==> src/rtl/memory_island_pkg.sv <==
// Shared constants and types for the memory island wide responder.
// The legal SRAM latency range lives here so sibling blocks can reuse it.
package memory_island_pkg;

    localparam int unsigned SRAM_LATENCY_MIN = 1;
    localparam int unsigned SRAM_LATENCY_MAX = 4;

    // Bookkeeping carried down the latency pipeline alongside each accepted request.
    typedef struct packed {
        logic valid;
        logic oor;
        logic we;
    } rsp_tag_t;

    // Keeps address ports at least one bit wide for single-word banks.
    function automatic int unsigned clog2_min1(input int unsigned value);
        return (value <= 1) ? 1 : $clog2(value);
    endfunction

endpackage

==> src/rtl/memory_island_delay.sv <==
// Fixed-depth shift register with synchronous active-low clear.
// Used to carry response tags in step with the SRAM read latency.
module memory_island_delay #(
    parameter int unsigned Depth = 1,
    parameter int unsigned Width = 1
) (
    input  logic             clk,
    input  logic             rst_n,
    input  logic [Width-1:0] din,
    output logic [Width-1:0] dout
);

    logic [Depth-1:0][Width-1:0] stage_reg;
    logic [Depth-1:0][Width-1:0] stage_next;

    for (genvar gi = 0; gi < Depth; gi++) begin : g_stage
        if (gi == 0) begin : g_head
            assign stage_next[gi] = din;
        end else begin : g_tail
            assign stage_next[gi] = stage_reg[gi-1];
        end
    end

    always_ff @(posedge clk) begin
        if (!rst_n) begin
            stage_reg <= '0;
        end else begin
            stage_reg <= stage_next;
        end
    end

    assign dout = stage_reg[Depth-1];

endmodule

==> src/rtl/memory_island_wide_responder.sv <==
// Wide subordinate port in front of one SRAM bank: forwards in-range requests,
// answers out-of-range ones locally, and returns one in-order response per handshake.
module memory_island_wide_responder
    import memory_island_pkg::*;
#(
    parameter int unsigned AddrWidth     = 32,
    parameter int unsigned WideDataWidth = 64,
    parameter int unsigned WideStrbWidth = WideDataWidth / 8,
    parameter int unsigned NumWords      = 1024,
    parameter int unsigned SramLatency   = 1,
    parameter int unsigned RspReg        = 0,
    localparam int unsigned SramAddrWidth = clog2_min1(NumWords)
) (
    input  logic                     clk_i,
    input  logic                     rst_ni,
    input  logic                     wide_req_i,
    output logic                     wide_gnt_o,
    input  logic [AddrWidth-1:0]     wide_addr_i,
    input  logic                     wide_we_i,
    input  logic [WideDataWidth-1:0] wide_wdata_i,
    input  logic [WideStrbWidth-1:0] wide_strb_i,
    output logic                     wide_rvalid_o,
    output logic [WideDataWidth-1:0] wide_rdata_o,
    output logic                     sram_req_o,
    input  logic                     sram_gnt_i,
    output logic [SramAddrWidth-1:0] sram_addr_o,
    output logic                     sram_we_o,
    output logic [WideDataWidth-1:0] sram_wdata_o,
    output logic [WideStrbWidth-1:0] sram_be_o,
    input  logic [WideDataWidth-1:0] sram_rdata_i,
    output logic                     busy_o
);

    localparam int unsigned OffWidth = $clog2(WideStrbWidth);
    localparam int unsigned IdxWidth = AddrWidth - OffWidth;
    localparam int unsigned CntWidth = $clog2(SramLatency + RspReg + 2);

    if (SramLatency < SRAM_LATENCY_MIN || SramLatency > SRAM_LATENCY_MAX) begin : g_bad_latency
        $error("memory_island_wide_responder: SramLatency must be within 1..4");
    end
    if (NumWords == 0) begin : g_bad_depth
        $error("memory_island_wide_responder: NumWords must be greater than zero");
    end
    if (WideDataWidth % 8 != 0) begin : g_bad_width
        $error("memory_island_wide_responder: WideDataWidth must be a multiple of 8");
    end

    logic [IdxWidth-1:0] word_idx;
    logic                oor;
    logic                handshake;

    assign word_idx = wide_addr_i[AddrWidth-1:OffWidth];
    // One extra bit so a bank covering the whole index space never reads as out of range.
    assign oor      = {1'b0, word_idx} >= (IdxWidth + 1)'(NumWords);

    if (OffWidth > 0) begin : g_offset_sink
        logic unused_offset_bits;
        assign unused_offset_bits = ^wide_addr_i[OffWidth-1:0];
    end

    // Request path stays purely combinational so a grant never costs a cycle.
    assign wide_gnt_o   = wide_req_i & (oor | sram_gnt_i);
    assign sram_req_o   = wide_req_i & ~oor;
    assign sram_addr_o  = word_idx[SramAddrWidth-1:0];
    assign sram_we_o    = wide_we_i;
    assign sram_wdata_o = wide_wdata_i;
    assign sram_be_o    = wide_strb_i;
    assign handshake    = wide_req_i & wide_gnt_o;

    rsp_tag_t tag_in;
    rsp_tag_t tag_out;

    assign tag_in = '{valid: handshake, oor: oor, we: wide_we_i};

    memory_island_delay #(
        .Depth (SramLatency),
        .Width ($bits(rsp_tag_t))
    ) u_tag_delay (
        .clk   (clk_i),
        .rst_n (rst_ni),
        .din   (tag_in),
        .dout  (tag_out)
    );

    logic                     rsp_valid;
    logic [WideDataWidth-1:0] rsp_data;

    // Only an in-range read carries bank data; everything else answers with zero.
    assign rsp_valid = tag_out.valid;
    assign rsp_data  = (tag_out.valid && !tag_out.oor && !tag_out.we) ? sram_rdata_i : '0;

    if (RspReg != 0) begin : g_rsp_reg
        logic                     rvalid_reg;
        logic [WideDataWidth-1:0] rdata_reg;

        always_ff @(posedge clk_i) begin
            if (!rst_ni) begin
                rvalid_reg <= 1'b0;
                rdata_reg  <= '0;
            end else begin
                rvalid_reg <= rsp_valid;
                rdata_reg  <= rsp_data;
            end
        end

        assign wide_rvalid_o = rvalid_reg;
        assign wide_rdata_o  = rdata_reg;
    end else begin : g_rsp_direct
        assign wide_rvalid_o = rsp_valid;
        assign wide_rdata_o  = rsp_data;
    end

    logic [CntWidth-1:0] outstanding_reg;

    always_ff @(posedge clk_i) begin
        if (!rst_ni) begin
            outstanding_reg <= '0;
        end else if (handshake && !wide_rvalid_o) begin
            outstanding_reg <= outstanding_reg + CntWidth'(1);
        end else if (!handshake && wide_rvalid_o) begin
            outstanding_reg <= outstanding_reg - CntWidth'(1);
        end
    end

    assign busy_o = (outstanding_reg != '0);

endmodule

==> config.mk <==
export PLATFORM = sky130hd
export DESIGN_NAME = memory_island_wide_responder
export DESIGN_NICKNAME = d
export VERILOG_FILES = /design/src/rtl/memory_island_pkg.sv /design/src/rtl/memory_island_delay.sv /design/src/rtl/memory_island_wide_responder.sv
export SDC_FILE = /design/constraint.sdc
export NUM_CORES = 1
export LEC_CHECK = 0
export BUFFER_PORTS_ARGS = -buffer_cell sky130_fd_sc_hd__clkbuf_2
export CAP_MARGIN = 20
export CORE_AREA = 8 8 118 120
export CTS_CLUSTER_DIAMETER = 50
export CTS_CLUSTER_SIZE = 20
export DETAILED_ROUTE_END_ITERATION = 16
export DIE_AREA = 0 0 126 128
export GPL_TIMING_DRIVEN = 0
export REMOVE_ABC_BUFFERS = 1
export SETUP_SLACK_MARGIN = 0.02
export SYNTH_ARGS = -nofsm -noshare
export SYNTH_HDL_FRONTEND = slang
export SYNTH_HIERARCHICAL = 1
export SYNTH_SLANG_ARGS = --single-unit
==> constraint.sdc <==
create_clock -name clk_i -period 5.7 [get_ports clk_i]
set_input_delay 1.14 -clock clk_i [delete_from_list [all_inputs] [get_ports clk_i]]
set_output_delay 1.14 -clock clk_i [all_outputs]
set_load 0.005 [all_outputs]
==> flow_summary.json, run 1 <==
{
  "min_path_cells": 2,
  "clk_path_buf_depth": 2,
  "netlist_top_cells_area": "buf_4 46%, and2_2 24%, and2_1 11%",
  "cts_post_setup_buffers_inserted": 0,
  "clock.fmax_mhz": 304,
  "post-route-min-period_ns": 3.29,
  "slew_headroom_pct": 44.2,
  "power.total_uw": 225,
  "largest_reg_flops": 3,
  "dp_slack_ns": 2.39,
  "hold_class": "reg2reg",
  "numCtsBuffers": 3,
  "cp.required_ns": 4.56,
  "antenna_found_initial": 0,
  "cts_tree": "yes",
  "dieArea_mm2": 0.0161,
  "numPortBuffers": 156,
  "die_w_um": 126,
  "synth.avg_cell_area_um2": 7.51,
  "ys_ff_latch": 5,
  "rsz0062_at_grt": "no",
  "critical_path_class": "in2out",
  "grt_usage_pct": 17.5,
  "grt_pass1_vias": 1590,
  "tightest_slew_ns": 0.835,
  "root_buffer": "clkbuf_16",
  "yosysWarnings": 6,
  "clkSinkCount": 5,
  "ant_nets": 0,
  "place_area_mm2": 0.00170,
  "grt_max_degree": 39,
  "core_area_mm2": 0.0122,
  "cp.arrival_ns": 2.15,
  "clock_latency_ns": 0.23,
  "yosysTopAreaCell": "buf_4",
  "drive_gt1_share_pct": 81.5,
  "io_pins": 324,
  "hold_viol_final": 0,
  "finalNonFillerCells": 404,
  "start_util_pct": 11.2,
  "syn_area_mm2": 0.00137,
  "cp_max_fo": 3,
  "fp-row-count": 41,
  "antenna_cells": 0,
  "gp_congestion": 0.899,
  "p_leak_uw": 0.00105,
  "cp-start-kind": "input pin",
  "drtIter0Drc": 22,
  "layout_common_cells": "156 x clkbuf_2, 43 x and2_2, 24 x and2_1",
  "cp-end-kind": "output pin",
  "clk_pin_slew_worst_paths_ns": 0.03,
  "wl_per_cell_um": 36.7,
  "cap_violations": 0,
  "dieHeight_um": 128,
  "nets": 429,
  "post-route-period-util_pct": 57.8,
  "filler_cell_count": 1442,
  "fin_skew_ns": 0.00110,
  "postCtsResizedCells": 0,
  "maxSlewViolCount": 0,
  "yosysSeqAreaShare_pct": 7.32,
  "syn_inst": 182,
  "ir_worst_vdd_uv": 109,
  "yosys.area.top_type_share_pct": 45.6,
  "layout_setup_ws_ns": 2.41,
  "hpwl_um": 14000,
  "synth_cell_types": 19,
  "firstDrtPassIters": 4,
  "drc": 0,
  "drt_wl_total_um": 14800,
  "vias_per_cell": 3.62,
  "final_area_mm2": 0.00178,
  "dp_cells": 400,
  "final_common_cell": "clkbuf_2",
  "ff2ff_path_depth": 4,
  "setup_tns_ns": 0,
  "gr-total-overflow": 0,
  "num_vias": 1461,
  "power_density_mw_per_mm2": 126,
  "grt_pass1_wl_um": 17700,
  "postCtsHoldBufs": 0,
  "status": "finished clean",
  "htreeDepth": 1,
  "syn_to_final_growth_pct": 29.9,
  "setup_viol": 0
}
Yosys cell counts, drive strengths merged:
library cell / n
a21oi: 1
and2: 67
buf: 83
clkbuf: 6
dfxtp: 5
ha: 1
inv: 3
nand4: 1
nor2: 1
nor3: 2
nor4: 4
o21ai: 1
o31a: 1
or2: 2
or3: 2
xor2: 2
critical path, cell delays in order:
cell and delay [ns]:
clkbuf_2 0.08, nor4_1 0.30, nand4_1 0.19, o31a_1 0.31
clkbuf_2 0.13
final cells by class:
cell class | instances | area (µm²) | share of cell area (%)
Timing Repair Buffer | 157 | 796 | 44.8
Multi-Input combinational cell | 85 | 603 | 33.9
Tap cell | 150 | 188 | 10.6
Sequential cell | 5 | 100 | 5.63
Clock buffer | 4 | 78.8 | 4.44
Inverter | 3 | 11.3 | 0.634
layer usage:
| metal | track usage (%) | vias to the layer above | wire, µm |
|---|---|---|---|
| met1 | 9.62 | 534 | 3040 |
| met2 | 28.3 | 287 | 6650 |
| met3 | 26.8 | 17 | 4750 |
| li1 | - | 619 | - |
| met5 | 7.17 | - | 156 |
| met4 | 2.48 | 4 | 215 |
kinds of logic after synthesis:
logic type	count (synthesis)	share of synthesized area (%)
xor+xnor	2	1.28
flops	5	7.32
compound gates	3	1.37
buf+inv	92	48.6
fa+ha+maj	1	0.915
simple gates	79	40.5
worst paths after layout:
check / start / endpoint / slack [ns]
worst min-delay path: outstanding_reg[1] / outstanding_reg[1] / 0.47
worst max register to register: u_tag_delay/dout[2] / outstanding_reg[1] / 4.41
worst min register to register: outstanding_reg[1] / outstanding_reg[1] / 0.47
worst max-delay path: wide_addr_i[25] / wide_gnt_o / 2.41
metrics by stage:
stage	util, %	hold slack [ns]
finish	14.6	0.473
global route	14.6	0.520
CTS	14.6	0.480
detailed placement	13.9	0.467
global placement	13.8	0.471
floorplan	-	0.450
report_power, final:
part	internal (µW)	leakage (µW)	switching (µW)
Sequential	38.6	0.0000417	2.52
Clock	92.7	0.0000382	23.3
Combinational	42.1	0.000967	25.4
Power figures use the tool's default switching activity.
==> run 2: changes to the inputs <==
CORE_AREA = 8 8 119 121   (was 8 8 118 120)
DIE_AREA = 0 0 127 129   (was 0 0 126 128)
clock period = 3.05 ns   (was 5.7 ns; I/O delays follow)
==> run 2 against run 1 <==
Non-clock buffer count did not move. Utilization is essentially flat. Clock power rose by 85%. Global-route usage rose by 1.3 points. Hold slack better by 0.023 ns. Total power increased by 87%. Clock skew down 0.00097 ns. Worst setup slack got worse by 1.9 ns. Cell area increased by 0.70%.
==> flow_summary.json, run 2 (synthesis gave the netlist of run 1 again) <==
{
  "final_common_cell": "clkbuf_2",
  "dp_cells": 400,
  "drc": 0,
  "rsz0062_at_grt": "no",
  "fin_skew_ns": 0.000127,
  "clkSinkCount": 5,
  "cap_violations": 0,
  "numPortBuffers": 156,
  "largest_reg_flops": 3,
  "post-route-period-util_pct": 83.4,
  "cp-end-kind": "output pin",
  "gr-total-overflow": 0,
  "clock.fmax_mhz": 393,
  "io_pins": 324,
  "nets": 429,
  "fp-row-count": 41,
  "postCtsResizedCells": 0,
  "start_util_pct": 11.1,
  "layout_common_cells": "156 x clkbuf_2, 43 x and2_2, 24 x and2_1",
  "clock_latency_ns": 0.23,
  "hpwl_um": 15700,
  "hold_class": "reg2reg",
  "hold_viol_final": 0,
  "r2r_setup_slack_ns": 1.74,
  "dieArea_mm2": 0.0164,
  "die_w_um": 127,
  "drive_gt1_share_pct": 81.5,
  "maxSlewViolCount": 0,
  "slew_headroom_pct": 39.5,
  "cts_post_setup_buffers_inserted": 0,
  "antenna_cells": 0,
  "cts_tree": "yes",
  "setup_tns_ns": 0,
  "status": "finished clean",
  "cp-startpoint": "u_tag_delay/dout[2]",
  "ir_worst_vdd_uv": 199,
  "antenna_found_initial": 0,
  "power_density_mw_per_mm2": 235,
  "syn_to_final_growth_pct": 30.8,
  "drt_wl_total_um": 16300,
  "grt_max_degree": 38,
  "root_buffer": "clkbuf_16",
  "grt_pass1_vias": 1446,
  "cp.arrival_ns": 1.93,
  "setup_viol": 0,
  "p_leak_uw": 0.00105,
  "num_vias": 1428,
  "grt_pass1_wl_um": 18900,
  "critical_path_class": "reg2out",
  "htreeDepth": 1,
  "tightest_slew_ns": 0.905,
  "core_area_mm2": 0.0123,
  "grt_usage_pct": 18.8,
  "gp_congestion": 1.00,
  "final_core_util_pct": 14.5,
  "hp-start": "outstanding_reg[1]",
  "clk_pin_slew_worst_paths_ns": 0.03,
  "drtIter0Drc": 24,
  "firstDrtPassIters": 4,
  "numCtsBuffers": 3,
  "clk_path_buf_depth": 2,
  "cp.required_ns": 2.44,
  "cp_max_fo": 37,
  "finalNonFillerCells": 404,
  "wl_per_cell_um": 40.4,
  "worstReg2RegStart": "u_tag_delay/dout[2]",
  "dieHeight_um": 129,
  "post-route-min-period_ns": 2.54,
  "cp-start-kind": "register",
  "ant_nets": 0,
  "postCtsHoldBufs": 0,
  "vias_per_cell": 3.53
}
run 2: path summary, 6_finish.rpt:
| kind | endpoint | cells after the start |
|---|---|---|
| max | wide_rdata_o[13] | 5 |
| min | outstanding_reg[1] | 2 |
| max reg2reg | outstanding_reg[1] | 4 |
| min reg2reg | outstanding_reg[1] | 2 |
run 2: power breakdown:
group | total [µW] | switching (µW) | internal [µW]
Clock | 215 | 42.1 | 173
Sequential | 77.2 | 4.98 | 72.2
Combinational | 128 | 47.9 | 79.9
Total | 420 | 95.0 | 325
run 2: per-layer routing:
metal  vias up  wire length (µm)  GRT usage (%)
met5         -               110           4.94
met4         4                40           1.19
met3         8              4850           27.1
met2       273              8960           37.0
met1       524              2340           6.98
li1        619                 -              -
run 2: critical path, stage by stage (launching register included):
cell and delay (ns):
dfxtp_1 0.34, inv_2 0.06, nor3_4 0.75, buf_16 0.24, and2_2 0.18, clkbuf_2 0.12
run 2: layout make-up:
type	instances	area [µm²]
Fill cell	1414	10500
Clock buffer	4	78.8
Tap cell	150	188
Inverter	3	11.3
Sequential cell	5	100
Timing Repair Buffer	157	808
Multi-Input combinational cell	85	603
run 2: per-stage QoR:
step / power, µW / instance area [µm²] / setup WS [ns] / hold slack [ns]
finish: 420 / 1790 / 0.505 / 0.496
floorplan: 119 / 714 / 0.853 / 0.450
detailed placement: 207 / 1710 / 0.661 / 0.490
global placement: 204 / 1680 / 0.222 / 0.473
global route: 446 / 1790 / 0.341 / 0.530
CTS: 427 / 1790 / 0.453 / 0.502
==> run 3: changes to the inputs <==
CORE_AREA = 8 8 121 123   (was 8 8 119 121)
DIE_AREA = 0 0 129 131   (was 0 0 127 129)
clock period = 2.3 ns   (was 3.05 ns; I/O delays follow)
==> run 3 against run 2 <==
Combinational power rose by 37%. Sequential share of layout area fell by 0.23 points. Register-to-register slack got worse by 0.74 ns. Utilization barely moved. Critical path depth rose by 2. Clock skew barely moved. Largest cell class unchanged. Largest power group unchanged.
==> flow_summary.json, run 3 (synthesis gave the netlist of run 1 again) <==
{
  "power_density_mw_per_mm2": 301,
  "p_int_uw": 435,
  "tightest_slew_ns": 0.675,
  "start_util_pct": 10.6,
  "hp-start": "wide_we_i",
  "largest_reg_flops": 3,
  "setup_tns_ns": 0,
  "p_clk_share_pct": 50.6,
  "p_sw_share_pct": 22.7,
  "filler_cell_count": 1498,
  "slew_headroom_pct": 54.8,
  "drc": 0,
  "rsz0062_at_grt": "no",
  "p_leak_uw": 0.00107,
  "setup_viol": 0,
  "numPortBuffers": 156,
  "vias_per_cell": 3.37,
  "drive_gt1_share_pct": 81.8,
  "worstReg2RegStart": "u_tag_delay/dout[2]",
  "die_w_um": 129,
  "num_vias": 1462,
  "grt_pass1_wl_um": 17900,
  "numCtsBuffers": 3,
  "clock_latency_ns": 0.23,
  "wl_per_cell_um": 37.2,
  "grt_max_degree": 41,
  "combPwrFrac_pct": 31.0,
  "syn_to_final_growth_pct": 36.5,
  "dieArea_mm2": 0.0169,
  "grt.met2_usage_pct": 31.8,
  "cp.required_ns": 2.46,
  "drt_wl_total_um": 16100,
  "clock.fmax_mhz": 496,
  "fp-row-count": 42,
  "grt_usage_pct": 17.7,
  "critical_path_class": "in2reg",
  "cts_tree": "yes",
  "place_area_mm2": 0.00174,
  "gp_congestion": 0.786,
  "cp-startpoint": "wide_addr_i[21]",
  "firstDrtPassIters": 4,
  "grt_pass1_vias": 1354,
  "seqCellArea_um2": 100,
  "root_buffer": "clkbuf_16",
  "antenna_cells": 0,
  "netSwitchingPower_uw": 127,
  "clkSinkCount": 5,
  "antenna_found_initial": 0,
  "met1_usage_pct": 6.83,
  "post-route-period-util_pct": 87.6,
  "grt.busiest_layer": "met2",
  "dieHeight_um": 131,
  "cp-start-kind": "input pin",
  "io_pins": 324,
  "cp-end-kind": "register",
  "layout_setup_ws_ns": 0.286,
  "clk_pin_slew_worst_paths_ns": 0.03,
  "fin_skew_ns": 0.000421,
  "final_common_cell": "clkbuf_2",
  "hold_class": "in2reg",
  "core_area_mm2": 0.0129,
  "post-route-min-period_ns": 2.01,
  "nets": 433,
  "ant_nets": 0,
  "htreeDepth": 1,
  "hpwl_um": 15200,
  "cap_violations": 0,
  "final_core_util_pct": 14.5,
  "ir_worst_vdd_uv": 253,
  "multi_input_area_um2": 613,
  "cp_max_fo": 3,
  "hold_viol_final": 0,
  "clk_path_buf_depth": 2,
  "layout_common_cells": "156 x clkbuf_2, 43 x and2_2, 24 x and2_1",
  "status": "finished clean",
  "cp.arrival_ns": 2.17,
  "power_frac_seq_pct": 18.4,
  "final_area_mm2": 0.00187,
  "met3_usage_pct": 27.7,
  "maxSlewViolCount": 0,
  "gr-total-overflow": 0,
  "drtIter0Drc": 35,
  "dp_slack_ns": 0.00767
}
## run 3: final cells by class
| type | count | area share, % |
|---|---|---|
| well taps | 176 | 11.8 |
| inverters | 3 | 0.603 |
| repair buffers | 160 | 45.2 |
| multi-input cells | 86 | 32.8 |
| clock buffers | 4 | 4.22 |
| flip-flops and latches | 5 | 5.36 |
## run 3: path summary, 6_finish.rpt
path              depth (start not counted)  slack (ns)                   to
setup / recovery                          7        0.29   outstanding_reg[1]
hold / removal                            2        0.46  u_tag_delay/dout[0]
setup reg to reg                          4        1.00   outstanding_reg[1]
hold reg to reg                           2        0.49   outstanding_reg[1]
## run 3: per-stage QoR
stage	std cells	total power [µW]	hold WS (ns)
after floorplan	93	158	0.450
after global placement	425	267	0.473
after detailed placement	426	273	0.482
after CTS	431	567	0.462
after global routing	434	597	0.467
final	434	563	0.461
## run 3: per-layer routing
layer  part of all wire (%)  wire length, µm
met1                     15             2350
met2                     50             8090
met3                     33             5350
met4                    1.4              224
met5                   0.74              119
## run 3: timing repair
action | in CTS | in global routing
endpoints found under the setup margin | 40 | 13
pin swaps | 1 | 1
cloned | 1 | 0
hold buffers | 0 | 0
resized for setup | 0 | 0
buffers inserted | 0 | 3
## run 3: critical path, stage by stage
cell and delay, ns:
clkbuf_2 0.08, nor4_1 0.29, nand4_1 0.19, o31a_1 0.32, ha_1 0.34, or3_1 0.37, a21oi_1 0.14
## run 3: power by group through the flow
stage / combinational [µW] / sequential [µW] / clock (µW)
after floorplan: 56.1 / 102 / 0
final: 175 / 103 / 285
after detailed placement: 170 / 103 / 0
after global placement: 164 / 103 / 0
after global routing: 193 / 105 / 299
after CTS: 173 / 104 / 290
